==> config.mk <==
export PLATFORM = sky130hd
export DESIGN_NAME = decode_stage_registered_flat
export DESIGN_NICKNAME = d
export VERILOG_FILES = /design/src/rtl/decode_stage_registered_if.sv /design/src/rtl/decode_stage_registered.sv /design/src/flat_wrapper.sv
export SDC_FILE = /design/constraint.sdc
export NUM_CORES = 2
export LEC_CHECK = 0
export ABC_AREA = 1
export CAP_MARGIN = 10
export CELL_PAD_IN_SITES_DETAIL_PLACEMENT = 1
export CELL_PAD_IN_SITES_GLOBAL_PLACEMENT = 1
export CORE_MARGIN = 2
export CORE_UTILIZATION = 30
export DETAILED_ROUTE_END_ITERATION = 8
export DONT_BUFFER_PORTS = 1
export GPL_ROUTABILITY_DRIVEN = 0
export PLACE_DENSITY_LB_ADDON = 0.05
export SLEW_MARGIN = 20
export SYNTH_ARGS = -nofsm -noshare
export SYNTH_HDL_FRONTEND = slang
export SYNTH_SLANG_ARGS = --single-unit
==> constraint.sdc <==
create_clock -name i_clock -period 2.89 [get_ports i_clock]
set_input_delay 0.289 -clock i_clock [delete_from_list [all_inputs] [get_ports i_clock]]
set_output_delay 0.289 -clock i_clock [all_outputs]
set_load 0.05 [all_outputs]
==> src/rtl/decode_stage_registered_if.sv <==
`default_nettype none
// ----------------------------------------------------------------------------
// decode_stage_registered_if : IF/ID, bypass and ID/EX signals of the decode stage
// Revision: 1.0
// ----------------------------------------------------------------------------
interface decode_stage_registered_if #(
  parameter int NB_DATA         = 32,
  parameter int NB_REG_ADDRESS  = 5,
  parameter int NB_OP_FIELD     = 6,
  parameter int NB_JUMP_ADDRESS = 26,
  parameter int NB_STALL_CNT    = 16
) ();
  logic                       i_instr_valid;
  logic [NB_DATA-1:0]         i_instruccion;
  logic [NB_DATA-1:0]         i_pc_plus4;
  logic                       i_flush;
  logic                       i_stall_ext;
  logic                       i_zero_extend;
  logic                       i_reg_write_ex;
  logic                       i_mem_read_ex;
  logic [NB_REG_ADDRESS-1:0]  i_rd_ex;
  logic [NB_DATA-1:0]         i_dato_ex;
  logic                       i_reg_write_mem;
  logic [NB_REG_ADDRESS-1:0]  i_rd_mem;
  logic [NB_DATA-1:0]         i_dato_mem;
  logic                       i_reg_write_wb;
  logic [NB_REG_ADDRESS-1:0]  i_rd_wb;
  logic [NB_DATA-1:0]         i_dato_wb;
  logic [NB_REG_ADDRESS-1:0]  i_direc_debug;

  logic                       o_stall;
  logic                       o_valid;
  logic [NB_DATA-1:0]         o_dato_ra;
  logic [NB_DATA-1:0]         o_dato_rb;
  logic [NB_DATA-1:0]         o_inmediato;
  logic [NB_DATA-1:0]         o_branch_target;
  logic [NB_REG_ADDRESS-1:0]  o_direccion_rs;
  logic [NB_REG_ADDRESS-1:0]  o_direccion_rt;
  logic [NB_REG_ADDRESS-1:0]  o_direccion_rd;
  logic [NB_OP_FIELD-1:0]     o_campo_op;
  logic [5:0]                 o_funct;
  logic [NB_JUMP_ADDRESS-1:0] o_dato_direc_jump;
  logic [NB_DATA-1:0]         o_pc_plus4;
  logic [NB_DATA-1:0]         o_dato_debug;
  logic [NB_STALL_CNT-1:0]    o_stall_count;

  modport master (
    output i_instr_valid, i_instruccion, i_pc_plus4, i_flush, i_stall_ext, i_zero_extend,
           i_reg_write_ex, i_mem_read_ex, i_rd_ex, i_dato_ex,
           i_reg_write_mem, i_rd_mem, i_dato_mem,
           i_reg_write_wb, i_rd_wb, i_dato_wb, i_direc_debug,
    input  o_stall, o_valid, o_dato_ra, o_dato_rb, o_inmediato, o_branch_target,
           o_direccion_rs, o_direccion_rt, o_direccion_rd, o_campo_op, o_funct,
           o_dato_direc_jump, o_pc_plus4, o_dato_debug, o_stall_count
  );

  modport slave (
    input  i_instr_valid, i_instruccion, i_pc_plus4, i_flush, i_stall_ext, i_zero_extend,
           i_reg_write_ex, i_mem_read_ex, i_rd_ex, i_dato_ex,
           i_reg_write_mem, i_rd_mem, i_dato_mem,
           i_reg_write_wb, i_rd_wb, i_dato_wb, i_direc_debug,
    output o_stall, o_valid, o_dato_ra, o_dato_rb, o_inmediato, o_branch_target,
           o_direccion_rs, o_direccion_rt, o_direccion_rd, o_campo_op, o_funct,
           o_dato_direc_jump, o_pc_plus4, o_dato_debug, o_stall_count
  );
endinterface
`default_nettype wire

==> src/rtl/decode_stage_registered.sv <==
`default_nettype none
// ----------------------------------------------------------------------------
// decode_stage_registered : MIPS decode with register file, forwarding, load-use
// hazard detection and an integrated ID/EX register.  Revision: 1.0
// ----------------------------------------------------------------------------
module decode_stage_registered #(
  parameter int NB_DATA         = 32,
  parameter int NB_REG_ADDRESS  = 5,
  parameter int NB_IMM          = 16,
  parameter int NB_OP_FIELD     = 6,
  parameter int NB_JUMP_ADDRESS = 26,
  parameter int NB_STALL_CNT    = 16
) (
  input  wire logic                   i_clock,
  input  wire logic                   i_reset,
  decode_stage_registered_if.slave    bus
);
  localparam int N_REGS = 1 << NB_REG_ADDRESS;

  typedef struct packed {
    logic                       valid;
    logic [NB_DATA-1:0]         dato_ra;
    logic [NB_DATA-1:0]         dato_rb;
    logic [NB_DATA-1:0]         inmediato;
    logic [NB_DATA-1:0]         branch_target;
    logic [NB_REG_ADDRESS-1:0]  rs;
    logic [NB_REG_ADDRESS-1:0]  rt;
    logic [NB_REG_ADDRESS-1:0]  rd;
    logic [NB_OP_FIELD-1:0]     campo_op;
    logic [5:0]                 funct;
    logic [NB_JUMP_ADDRESS-1:0] jump;
    logic [NB_DATA-1:0]         pc_plus4;
  } idex_t;

  logic [NB_DATA-1:0]        regs_q [N_REGS];
  logic [NB_DATA-1:0]        regs_d [N_REGS];
  idex_t                     idex_q, idex_d;
  logic [NB_STALL_CNT-1:0]   stall_cnt_q, stall_cnt_d;

  logic [NB_DATA-1:0]        instr;
  logic [NB_REG_ADDRESS-1:0] rs, rt, rd;
  logic [NB_IMM-1:0]         imm;
  logic [NB_DATA-1:0]        imm_ext, branch_target, dato_ra, dato_rb;
  logic                      haz;

  logic                      rw_ex, rw_mem, rw_wb;
  logic [NB_REG_ADDRESS-1:0] rd_ex, rd_mem, rd_wb;
  logic [NB_DATA-1:0]        dato_ex, dato_mem, dato_wb;

  assign rw_ex    = bus.i_reg_write_ex;
  assign rw_mem   = bus.i_reg_write_mem;
  assign rw_wb    = bus.i_reg_write_wb;
  assign rd_ex    = bus.i_rd_ex;
  assign rd_mem   = bus.i_rd_mem;
  assign rd_wb    = bus.i_rd_wb;
  assign dato_ex  = bus.i_dato_ex;
  assign dato_mem = bus.i_dato_mem;
  assign dato_wb  = bus.i_dato_wb;

  assign instr = bus.i_instruccion;
  assign rs    = instr[25 -: NB_REG_ADDRESS];
  assign rt    = instr[20 -: NB_REG_ADDRESS];
  assign rd    = instr[15 -: NB_REG_ADDRESS];
  assign imm   = instr[NB_IMM-1:0];

  // WB is the lowest-priority bypass, which also gives the file its write-through.
  function automatic logic [NB_DATA-1:0] read_operand(input logic [NB_REG_ADDRESS-1:0] addr,
                                                      input logic use_ex_mem);
    logic [NB_DATA-1:0] v;
    if (addr == '0)
      v = '0;
    else if (use_ex_mem && rw_ex && rd_ex != '0 && rd_ex == addr)
      v = dato_ex;
    else if (use_ex_mem && rw_mem && rd_mem != '0 && rd_mem == addr)
      v = dato_mem;
    else if (rw_wb && rd_wb != '0 && rd_wb == addr)
      v = dato_wb;
    else
      v = regs_q[addr];
    return v;
  endfunction

  always_comb begin
    regs_d = regs_q;
    if (rw_wb && rd_wb != '0)
      regs_d[rd_wb] = dato_wb;
  end

  always_ff @(posedge i_clock) begin
    if (i_reset) begin
      for (int i = 0; i < N_REGS; i++)
        regs_q[i] <= '0;
    end else begin
      regs_q <= regs_d;
    end
  end

  always_comb begin
    imm_ext = bus.i_zero_extend ? {{(NB_DATA-NB_IMM){1'b0}}, imm}
                                : {{(NB_DATA-NB_IMM){imm[NB_IMM-1]}}, imm};
    branch_target = bus.i_pc_plus4 + (imm_ext << 2);
    dato_ra = read_operand(rs, 1'b1);
    dato_rb = read_operand(rt, 1'b1);
    haz = bus.i_instr_valid && rw_ex && bus.i_mem_read_ex && rd_ex != '0 &&
          (rd_ex == rs || rd_ex == rt);
  end

  assign bus.o_stall      = bus.i_stall_ext | (haz & ~bus.i_flush);
  assign bus.o_dato_debug = read_operand(bus.i_direc_debug, 1'b0);

  always_comb begin
    idex_d      = idex_q;
    stall_cnt_d = stall_cnt_q;
    if (bus.i_flush) begin
      idex_d = '0;
    end else if (bus.i_stall_ext) begin
      idex_d = idex_q;
    end else if (haz) begin
      idex_d.valid = 1'b0;
      if (!(&stall_cnt_q))
        stall_cnt_d = stall_cnt_q + {{(NB_STALL_CNT-1){1'b0}}, 1'b1};
    end else begin
      idex_d.valid         = bus.i_instr_valid;
      idex_d.dato_ra       = dato_ra;
      idex_d.dato_rb       = dato_rb;
      idex_d.inmediato     = imm_ext;
      idex_d.branch_target = branch_target;
      idex_d.rs            = rs;
      idex_d.rt            = rt;
      idex_d.rd            = rd;
      idex_d.campo_op      = instr[31 -: NB_OP_FIELD];
      idex_d.funct         = instr[5:0];
      idex_d.jump          = instr[NB_JUMP_ADDRESS-1:0];
      idex_d.pc_plus4      = bus.i_pc_plus4;
    end
  end

  always_ff @(posedge i_clock) begin
    if (i_reset) begin
      idex_q      <= '0;
      stall_cnt_q <= '0;
    end else begin
      idex_q      <= idex_d;
      stall_cnt_q <= stall_cnt_d;
    end
  end

  assign bus.o_valid           = idex_q.valid;
  assign bus.o_dato_ra         = idex_q.dato_ra;
  assign bus.o_dato_rb         = idex_q.dato_rb;
  assign bus.o_inmediato       = idex_q.inmediato;
  assign bus.o_branch_target   = idex_q.branch_target;
  assign bus.o_direccion_rs    = idex_q.rs;
  assign bus.o_direccion_rt    = idex_q.rt;
  assign bus.o_direccion_rd    = idex_q.rd;
  assign bus.o_campo_op        = idex_q.campo_op;
  assign bus.o_funct           = idex_q.funct;
  assign bus.o_dato_direc_jump = idex_q.jump;
  assign bus.o_pc_plus4        = idex_q.pc_plus4;
  assign bus.o_stall_count     = stall_cnt_q;
endmodule
`default_nettype wire

==> src/flat_wrapper.sv <==
// flat-port wrapper written by rule: the top's interface ports become plain ports
module decode_stage_registered_flat 
#(
  parameter int NB_DATA         = 32,
  parameter int NB_REG_ADDRESS  = 5,
  parameter int NB_IMM          = 16,
  parameter int NB_OP_FIELD     = 6,
  parameter int NB_JUMP_ADDRESS = 26,
  parameter int NB_STALL_CNT    = 16
)
  (i_clock, i_reset, bus_i_instr_valid, bus_i_instruccion, bus_i_pc_plus4, bus_i_flush, bus_i_stall_ext, bus_i_zero_extend, bus_i_reg_write_ex, bus_i_mem_read_ex, bus_i_rd_ex, bus_i_dato_ex, bus_i_reg_write_mem, bus_i_rd_mem, bus_i_dato_mem, bus_i_reg_write_wb, bus_i_rd_wb, bus_i_dato_wb, bus_i_direc_debug, bus_o_stall, bus_o_valid, bus_o_dato_ra, bus_o_dato_rb, bus_o_inmediato, bus_o_branch_target, bus_o_direccion_rs, bus_o_direccion_rt, bus_o_direccion_rd, bus_o_campo_op, bus_o_funct, bus_o_dato_direc_jump, bus_o_pc_plus4, bus_o_dato_debug, bus_o_stall_count);
  decode_stage_registered_if #(.NB_DATA(NB_DATA), .NB_REG_ADDRESS(NB_REG_ADDRESS), .NB_OP_FIELD(NB_OP_FIELD), .NB_JUMP_ADDRESS(NB_JUMP_ADDRESS), .NB_STALL_CNT(NB_STALL_CNT)) bus_i ();
  input  wire logic i_clock;
  input  wire logic i_reset;
  input wire logic [$bits(bus_i.i_instr_valid)-1:0] bus_i_instr_valid;
  input wire logic [$bits(bus_i.i_instruccion)-1:0] bus_i_instruccion;
  input wire logic [$bits(bus_i.i_pc_plus4)-1:0] bus_i_pc_plus4;
  input wire logic [$bits(bus_i.i_flush)-1:0] bus_i_flush;
  input wire logic [$bits(bus_i.i_stall_ext)-1:0] bus_i_stall_ext;
  input wire logic [$bits(bus_i.i_zero_extend)-1:0] bus_i_zero_extend;
  input wire logic [$bits(bus_i.i_reg_write_ex)-1:0] bus_i_reg_write_ex;
  input wire logic [$bits(bus_i.i_mem_read_ex)-1:0] bus_i_mem_read_ex;
  input wire logic [$bits(bus_i.i_rd_ex)-1:0] bus_i_rd_ex;
  input wire logic [$bits(bus_i.i_dato_ex)-1:0] bus_i_dato_ex;
  input wire logic [$bits(bus_i.i_reg_write_mem)-1:0] bus_i_reg_write_mem;
  input wire logic [$bits(bus_i.i_rd_mem)-1:0] bus_i_rd_mem;
  input wire logic [$bits(bus_i.i_dato_mem)-1:0] bus_i_dato_mem;
  input wire logic [$bits(bus_i.i_reg_write_wb)-1:0] bus_i_reg_write_wb;
  input wire logic [$bits(bus_i.i_rd_wb)-1:0] bus_i_rd_wb;
  input wire logic [$bits(bus_i.i_dato_wb)-1:0] bus_i_dato_wb;
  input wire logic [$bits(bus_i.i_direc_debug)-1:0] bus_i_direc_debug;
  output wire logic [$bits(bus_i.o_stall)-1:0] bus_o_stall;
  output wire logic [$bits(bus_i.o_valid)-1:0] bus_o_valid;
  output wire logic [$bits(bus_i.o_dato_ra)-1:0] bus_o_dato_ra;
  output wire logic [$bits(bus_i.o_dato_rb)-1:0] bus_o_dato_rb;
  output wire logic [$bits(bus_i.o_inmediato)-1:0] bus_o_inmediato;
  output wire logic [$bits(bus_i.o_branch_target)-1:0] bus_o_branch_target;
  output wire logic [$bits(bus_i.o_direccion_rs)-1:0] bus_o_direccion_rs;
  output wire logic [$bits(bus_i.o_direccion_rt)-1:0] bus_o_direccion_rt;
  output wire logic [$bits(bus_i.o_direccion_rd)-1:0] bus_o_direccion_rd;
  output wire logic [$bits(bus_i.o_campo_op)-1:0] bus_o_campo_op;
  output wire logic [$bits(bus_i.o_funct)-1:0] bus_o_funct;
  output wire logic [$bits(bus_i.o_dato_direc_jump)-1:0] bus_o_dato_direc_jump;
  output wire logic [$bits(bus_i.o_pc_plus4)-1:0] bus_o_pc_plus4;
  output wire logic [$bits(bus_i.o_dato_debug)-1:0] bus_o_dato_debug;
  output wire logic [$bits(bus_i.o_stall_count)-1:0] bus_o_stall_count;
  assign bus_i.i_instr_valid = bus_i_instr_valid;
  assign bus_i.i_instruccion = bus_i_instruccion;
  assign bus_i.i_pc_plus4 = bus_i_pc_plus4;
  assign bus_i.i_flush = bus_i_flush;
  assign bus_i.i_stall_ext = bus_i_stall_ext;
  assign bus_i.i_zero_extend = bus_i_zero_extend;
  assign bus_i.i_reg_write_ex = bus_i_reg_write_ex;
  assign bus_i.i_mem_read_ex = bus_i_mem_read_ex;
  assign bus_i.i_rd_ex = bus_i_rd_ex;
  assign bus_i.i_dato_ex = bus_i_dato_ex;
  assign bus_i.i_reg_write_mem = bus_i_reg_write_mem;
  assign bus_i.i_rd_mem = bus_i_rd_mem;
  assign bus_i.i_dato_mem = bus_i_dato_mem;
  assign bus_i.i_reg_write_wb = bus_i_reg_write_wb;
  assign bus_i.i_rd_wb = bus_i_rd_wb;
  assign bus_i.i_dato_wb = bus_i_dato_wb;
  assign bus_i.i_direc_debug = bus_i_direc_debug;
  assign bus_o_stall = bus_i.o_stall;
  assign bus_o_valid = bus_i.o_valid;
  assign bus_o_dato_ra = bus_i.o_dato_ra;
  assign bus_o_dato_rb = bus_i.o_dato_rb;
  assign bus_o_inmediato = bus_i.o_inmediato;
  assign bus_o_branch_target = bus_i.o_branch_target;
  assign bus_o_direccion_rs = bus_i.o_direccion_rs;
  assign bus_o_direccion_rt = bus_i.o_direccion_rt;
  assign bus_o_direccion_rd = bus_i.o_direccion_rd;
  assign bus_o_campo_op = bus_i.o_campo_op;
  assign bus_o_funct = bus_i.o_funct;
  assign bus_o_dato_direc_jump = bus_i.o_dato_direc_jump;
  assign bus_o_pc_plus4 = bus_i.o_pc_plus4;
  assign bus_o_dato_debug = bus_i.o_dato_debug;
  assign bus_o_stall_count = bus_i.o_stall_count;
  decode_stage_registered #(.NB_DATA(NB_DATA), .NB_REG_ADDRESS(NB_REG_ADDRESS), .NB_IMM(NB_IMM), .NB_OP_FIELD(NB_OP_FIELD), .NB_JUMP_ADDRESS(NB_JUMP_ADDRESS), .NB_STALL_CNT(NB_STALL_CNT)) u_core (.i_clock(i_clock), .i_reset(i_reset), .bus(bus_i));
endmodule
# Word-level counts from Yosys, hierarchy flattened
# Cells that the tools add are included.
[totals]
reg_bits = 1254
out_inout_bits = 263
word_cells = 119
[classes]
add_sub_neg = 2
n_lt_le_gt_ge = 5
eq_ne = 7
muxes = 24
bitwise = 10
n_reduce_logical = 26
[op_table]
columns = ["operator", "count"]
rows = [
  ["bitwise mux 1024 bit", 1],
  ["two-way mux 32 bit", 18],
  ["binary-select mux 32 bit (select 5 bit)", 3],
  ["demux 32 bit (select 5 bit)", 1],
  ["equality test 5 bit", 7],
  ["adder 32 bit", 1],
  [">= comparator 6 bit, second input constant", 4],
  ["NOT 5 -> 6 bit", 4],
  ["adder 16 x 1 -> 16 bit, second input constant", 1],
  ["AND reduction 16 bit", 1],
  ["logical AND 1 bit", 15],
  ["zero test 5 bit", 3],
  ["nonzero test 5 bit", 3],
  ["less-than comparator 6 x 1 -> 1 bit, second input constant", 1],
  ["NOT 1 bit", 4],
  ["AND reduction 4 bit", 1],
  ["AND reduction 2 bit", 1],
  ["OR reduction 2 bit", 1],
  ["bitwise AND 1 bit", 1],
  ["logical OR 1 bit", 1],
  ["two-way mux 1 bit", 1],
  ["OR 1 bit", 1],
]

# Depth between registers and ports, before layout
[depth]
depth_word = 8
mapped_depth = 18

# Least setup slack after synthesis
# Ideal clock, no wire load.
[synth_path]
path_type = "input -> output"
startpoint = "in bus_i_direc_debug[0]"
endpoint = "out bus_o_dato_debug[29]"
t_arrival_ps = 2587
t_required_ps = 2601
setup_slack_ps = 14
cell_stages = 10
n_path_buf = 4
cell_sequence = "buf_2 -> buf_2 -> buf_2 -> clkbuf_1 -> o211ai_1 -> nand3_1 -> nand3_1 -> nand3_1 -> nand3_1 -> a21boi_0"
[synth_via]
elab_chain_cells = 6
word_cells_on_any_way = 9
cone_classes = "eq/ne: 1; mux: 5; bitwise: 1; reduce/logical: 2"
[synth_lines]
columns = ["element", "line", "source"]
rows = [
  ["from (decl)", "flat_wrapper.sv:31", "input wire logic [$bits(bus_i.i_direc_debug)-1:0] bus_i_direc_debug;"],
  ["NOT 5 -> 6 bit (not written as such)", "decode_stage_registered.sv:79", "v = regs_q[addr];"],
  ["binary-select mux 32 bit (select 5 bit)", "decode_stage_registered.sv:79", ""],
  ["two-way mux 32 bit (not written as such) (2 in series)", "decode_stage_registered.sv:79", ""],
  ["two-way mux 32 bit", "decode_stage_registered.sv:76", "else if (rw_wb && rd_wb != '0 && rd_wb == addr)"],
  ["two-way mux 32 bit *", "decode_stage_registered.sv:70", "if (addr == '0)"],
  ["to (decl)", "flat_wrapper.sv:45", "output wire logic [$bits(bus_i.o_dato_debug)-1:0] bus_o_dato_debug;"],
]
# Every way passes the cells marked *; elsewhere a longest branch is shown, timed or not. The select of a mux whose other input is x is not followed.

# Worst setup path in the final report
[layout_path]
startpoint = "in bus_i_direc_debug[1]"
endpoint = "out bus_o_dato_debug[31]"
# The elaborated chain is that of the path after synthesis.

==> results.cfg <==
[run_status]
outcome = finished, violations left
violations = slew limit, setup timing

[grt]
gr-total-overflow = 0
grt.total_usage = 0.363
grt_max_degree = 739
grt_pass1_vias = 90000
antenna_found_initial = 56
grt_first_pass_wirelength_um = 681000

[floorplan]
die_h_um = 505
io_pins = 453
die_w_um = 505
initial_core_util = 0.301
core-area_mm2 = 0.251
rows = 184
die_area_mm2 = 0.255

[timing]
finalClockSkew_ps = 33.0
finalMaxSlewViolations = 568
setup_viol = 63
report.final.hold_viol_count = 0
post-route-period-util = 1.33
setup_slack_ps = -947
period_minus_slack_ps = 3840
relSlewSlack = -0.499
rsz0062_at_grt = yes
final.setup.tns_ps = -32130
timing.hold.ws_ps = 34.5
tightest_slew_ps = 2250
max_freq_ghz = 0.261

[placement]
dp_hpwl_um = 285000
io_buffers = 0
place_inst = 15200
pre_cts_ws_ps = -727

[worst_setup_path]
crit_path_max_fanout = 356
critical_path_arrival_ps = 3550
reg2reg_from = u_core.regs_q[603]$_SDFFE_PP0P_
start_kind = input pin
cp_data_required_time_ps = 2600
r2r-end = u_core.bus.o_dato_rb[27]$_SDFFE_PP0P_
worst_r2r_path_depth = 13
crit_start = bus_i_direc_debug[1]
path_class = in -> out
end_kind = primary output
endpoint = bus_o_dato_debug[31]
regToRegSetupSlack_ps = 210

[synth]
synth_top_area_cell = dfxtp_1
yosys_warnings = 0
synth_async_sr_flop_share = 0
synth-compound-area-share = 0.279
synthTopCellsByArea = dfxtp_1 32%, nand2_1 16%, o21ai_0 12%, a21oi_1 12%, nand3_1 8.4%
synth_edf_count = 0
synth-seq-cells = 1200
synthXorXnorAreaFrac = 0.00765
syn_area_mm2 = 0.0754
synth_top_area_share = 0.319
synthCells = 12500
synth_top_family_by_area = compound AO/OA/AOI/OAI gates
ys_seq_area_frac = 0.319
syn-num-nets = 12700
synthAdderAreaFrac = 0.00325
synthSimpleGateAreaFrac = 0.272
synth.distinct_cells = 47
avgSynthCellArea_um2 = 6.03
synth_mux_area_frac = 0
synthFlopType = dfxtp_1

[cells_and_area]
seq_area_mm2 = 0.0241
drive_above_1_share = 0.0979
final_common_cell = nand2_1
final_cells = 15800
multi_input_area_mm2 = 0.0438
nNetsFinal = 12500
area_growth_pct = 20.5
final_cell_mix = 3088 x nand2_1, 1775 x o21ai_0, 1677 x a21oi_1, 1226 x nand3_1, 1164 x dfxtp_1
fillCellCount = 31900

[power]
p_leak_nw = 35.9
power_density_mw_per_mm2 = 518
ir_drop_uv = 694
finalPower_w = 0.0470

[cts]
clk_latency_ps = 870
clock_path_buffers = 3
clkTransAtPathRegs_ps = 60
htreeDepth = 4
cts_root_buf = clkbuf_16
cts_buffers = 164
clock-sinks = 1200
cts_tree = yes

[detailed_routing]
wl_per_cell_um = 30.5
drc_errors = 0
wirelength_um = 482000
routed_via_density = 5.79
initialDrtViolationCount = 8797
vias = 91500
dr.pass1.iters = 6
antenna_left = 0

[min_path]
hp-class = in -> reg

[run]
maxCapViolations = 0
area by class of cell:
class | instances | area share
multi-input combinational | 9111 | 0.482
sequential | 1200 | 0.265
timing repair buffer | 772 | 0.100
clock buffer | 256 | 0.0559
tap | 3348 | 0.0461
inverter | 1039 | 0.0439
clock inverter | 41 | 0.00507
antenna | 47 | 0.00129
cell usage after synthesis (16+ instances only):
cell type / number
xor2_1: 40
a21oi_1: 1743
clkbuf_1: 645
clkinv_1: 27
nor2_1: 553
buf_2: 333
nand2_1: 3119
nor3_1: 17
ha_1: 18
buf_4: 64
dfxtp_1: 1200
o21ai_0: 1876
o221ai_1: 17
o21ai_1: 63
o21ai_2: 30
buf_1: 102
inv_2: 46
nand3_1: 1264
inv_1: 966
nor2_2: 16
xnor2_1: 24
o211ai_1: 219
worst min-delay path by stage:
stage / from / endpoint / slack (ps) / depth (start not counted)
after CTS: bus_i_dato_mem[7] / u_core.bus.o_dato_rb[7]$_SDFFE_PP0P_ / 1 / 7
after global routing: bus_i_instruccion[20] / u_core.bus.o_dato_direc_jump[20]$_SDFFE_PP0P_ / 70 / 3
after global placement: i_reset / u_core.bus.o_stall_count[15]$_SDFFE_PP0P_ / 390 / 1
final: bus_i_dato_mem[7] / u_core.bus.o_dato_rb[7]$_SDFFE_PP0P_ / 30 / 7
after detailed placement: i_reset / u_core.bus.o_stall_count[14]$_SDFFE_PP0P_ / 380 / 1
after floorplan: bus_i_instruccion[15] / u_core.bus.o_dato_direc_jump[15]$_SDFFE_PP0P_ / 430 / 2
power by group:
| part | total (W) | internal, W | switching [W] |
|---|---|---|---|
| Clock | 0.0216 | 0.0127 | 0.00892 |
| Combinational | 0.00807 | 0.00263 | 0.00543 |
| Sequential | 0.0174 | 0.0168 | 0.000582 |
| Total | 0.0470 | 0.0321 | 0.0149 |
cells by family after synthesis:
logic type / after synthesis
xor gates and xnor gates: 65
adders and majority gates: 19
DFF: 1200
and+or+nand+nor: 5003
buffers and inverters: 2193
AOI/OAI and AO/OA: 4024
per-stage QoR:
step,utilization,area (µm²)
after floorplan,-,75400
after global placement,0.324,81200
after detailed placement,0.324,81200
after CTS,0.357,89400
after global routing,0.362,90800
final,0.362,90900
routing by layer:
layer	vias to the layer above	part of all wire	global-route usage
li1	41000	-	-
met1	46000	0.42	0.461
met2	3496	0.45	0.575
met3	1047	0.062	0.0498
met4	10	0.073	0.238
met5	-	0.00017	0
what timing repair did:
action                                   CTS  global route
hold buffers                             197             0
pin swaps                                 54            91
endpoints found under the hold margin   1053             0
endpoints found under the setup margin    29            33
setup buffers                             14            21
gates cloned                               1             7
resized for setup                        169           273
registers in the layout, indices dropped and copies added, names as in the netlist:
register,flops
u_core.bus.o_dato_rb,32
u_core.bus.o_branch_target,30
u_core.bus.o_dato_direc_jump,26
u_core.bus.o_inmediato,1
u_core.bus.o_campo_op,6
u_core.bus.o_stall_count,16
u_core.regs_q,1024
u_core.bus.o_dato_ra,32
u_core.bus.o_pc_plus4,32
u_core.bus.o_valid,1
critical path: stages:
cell,delay (ps)
inv_8,490
buf_12,260
buf_4,310
a21oi_1,60
o21ai_0,80
nand3_1,130
nand3_1,110
a21oi_2,70
a211oi_2,220
buf_4,170
nor2_4,60
buf_6,140
buf_12,140
Note: power is estimated with default switching activity, not from simulation.
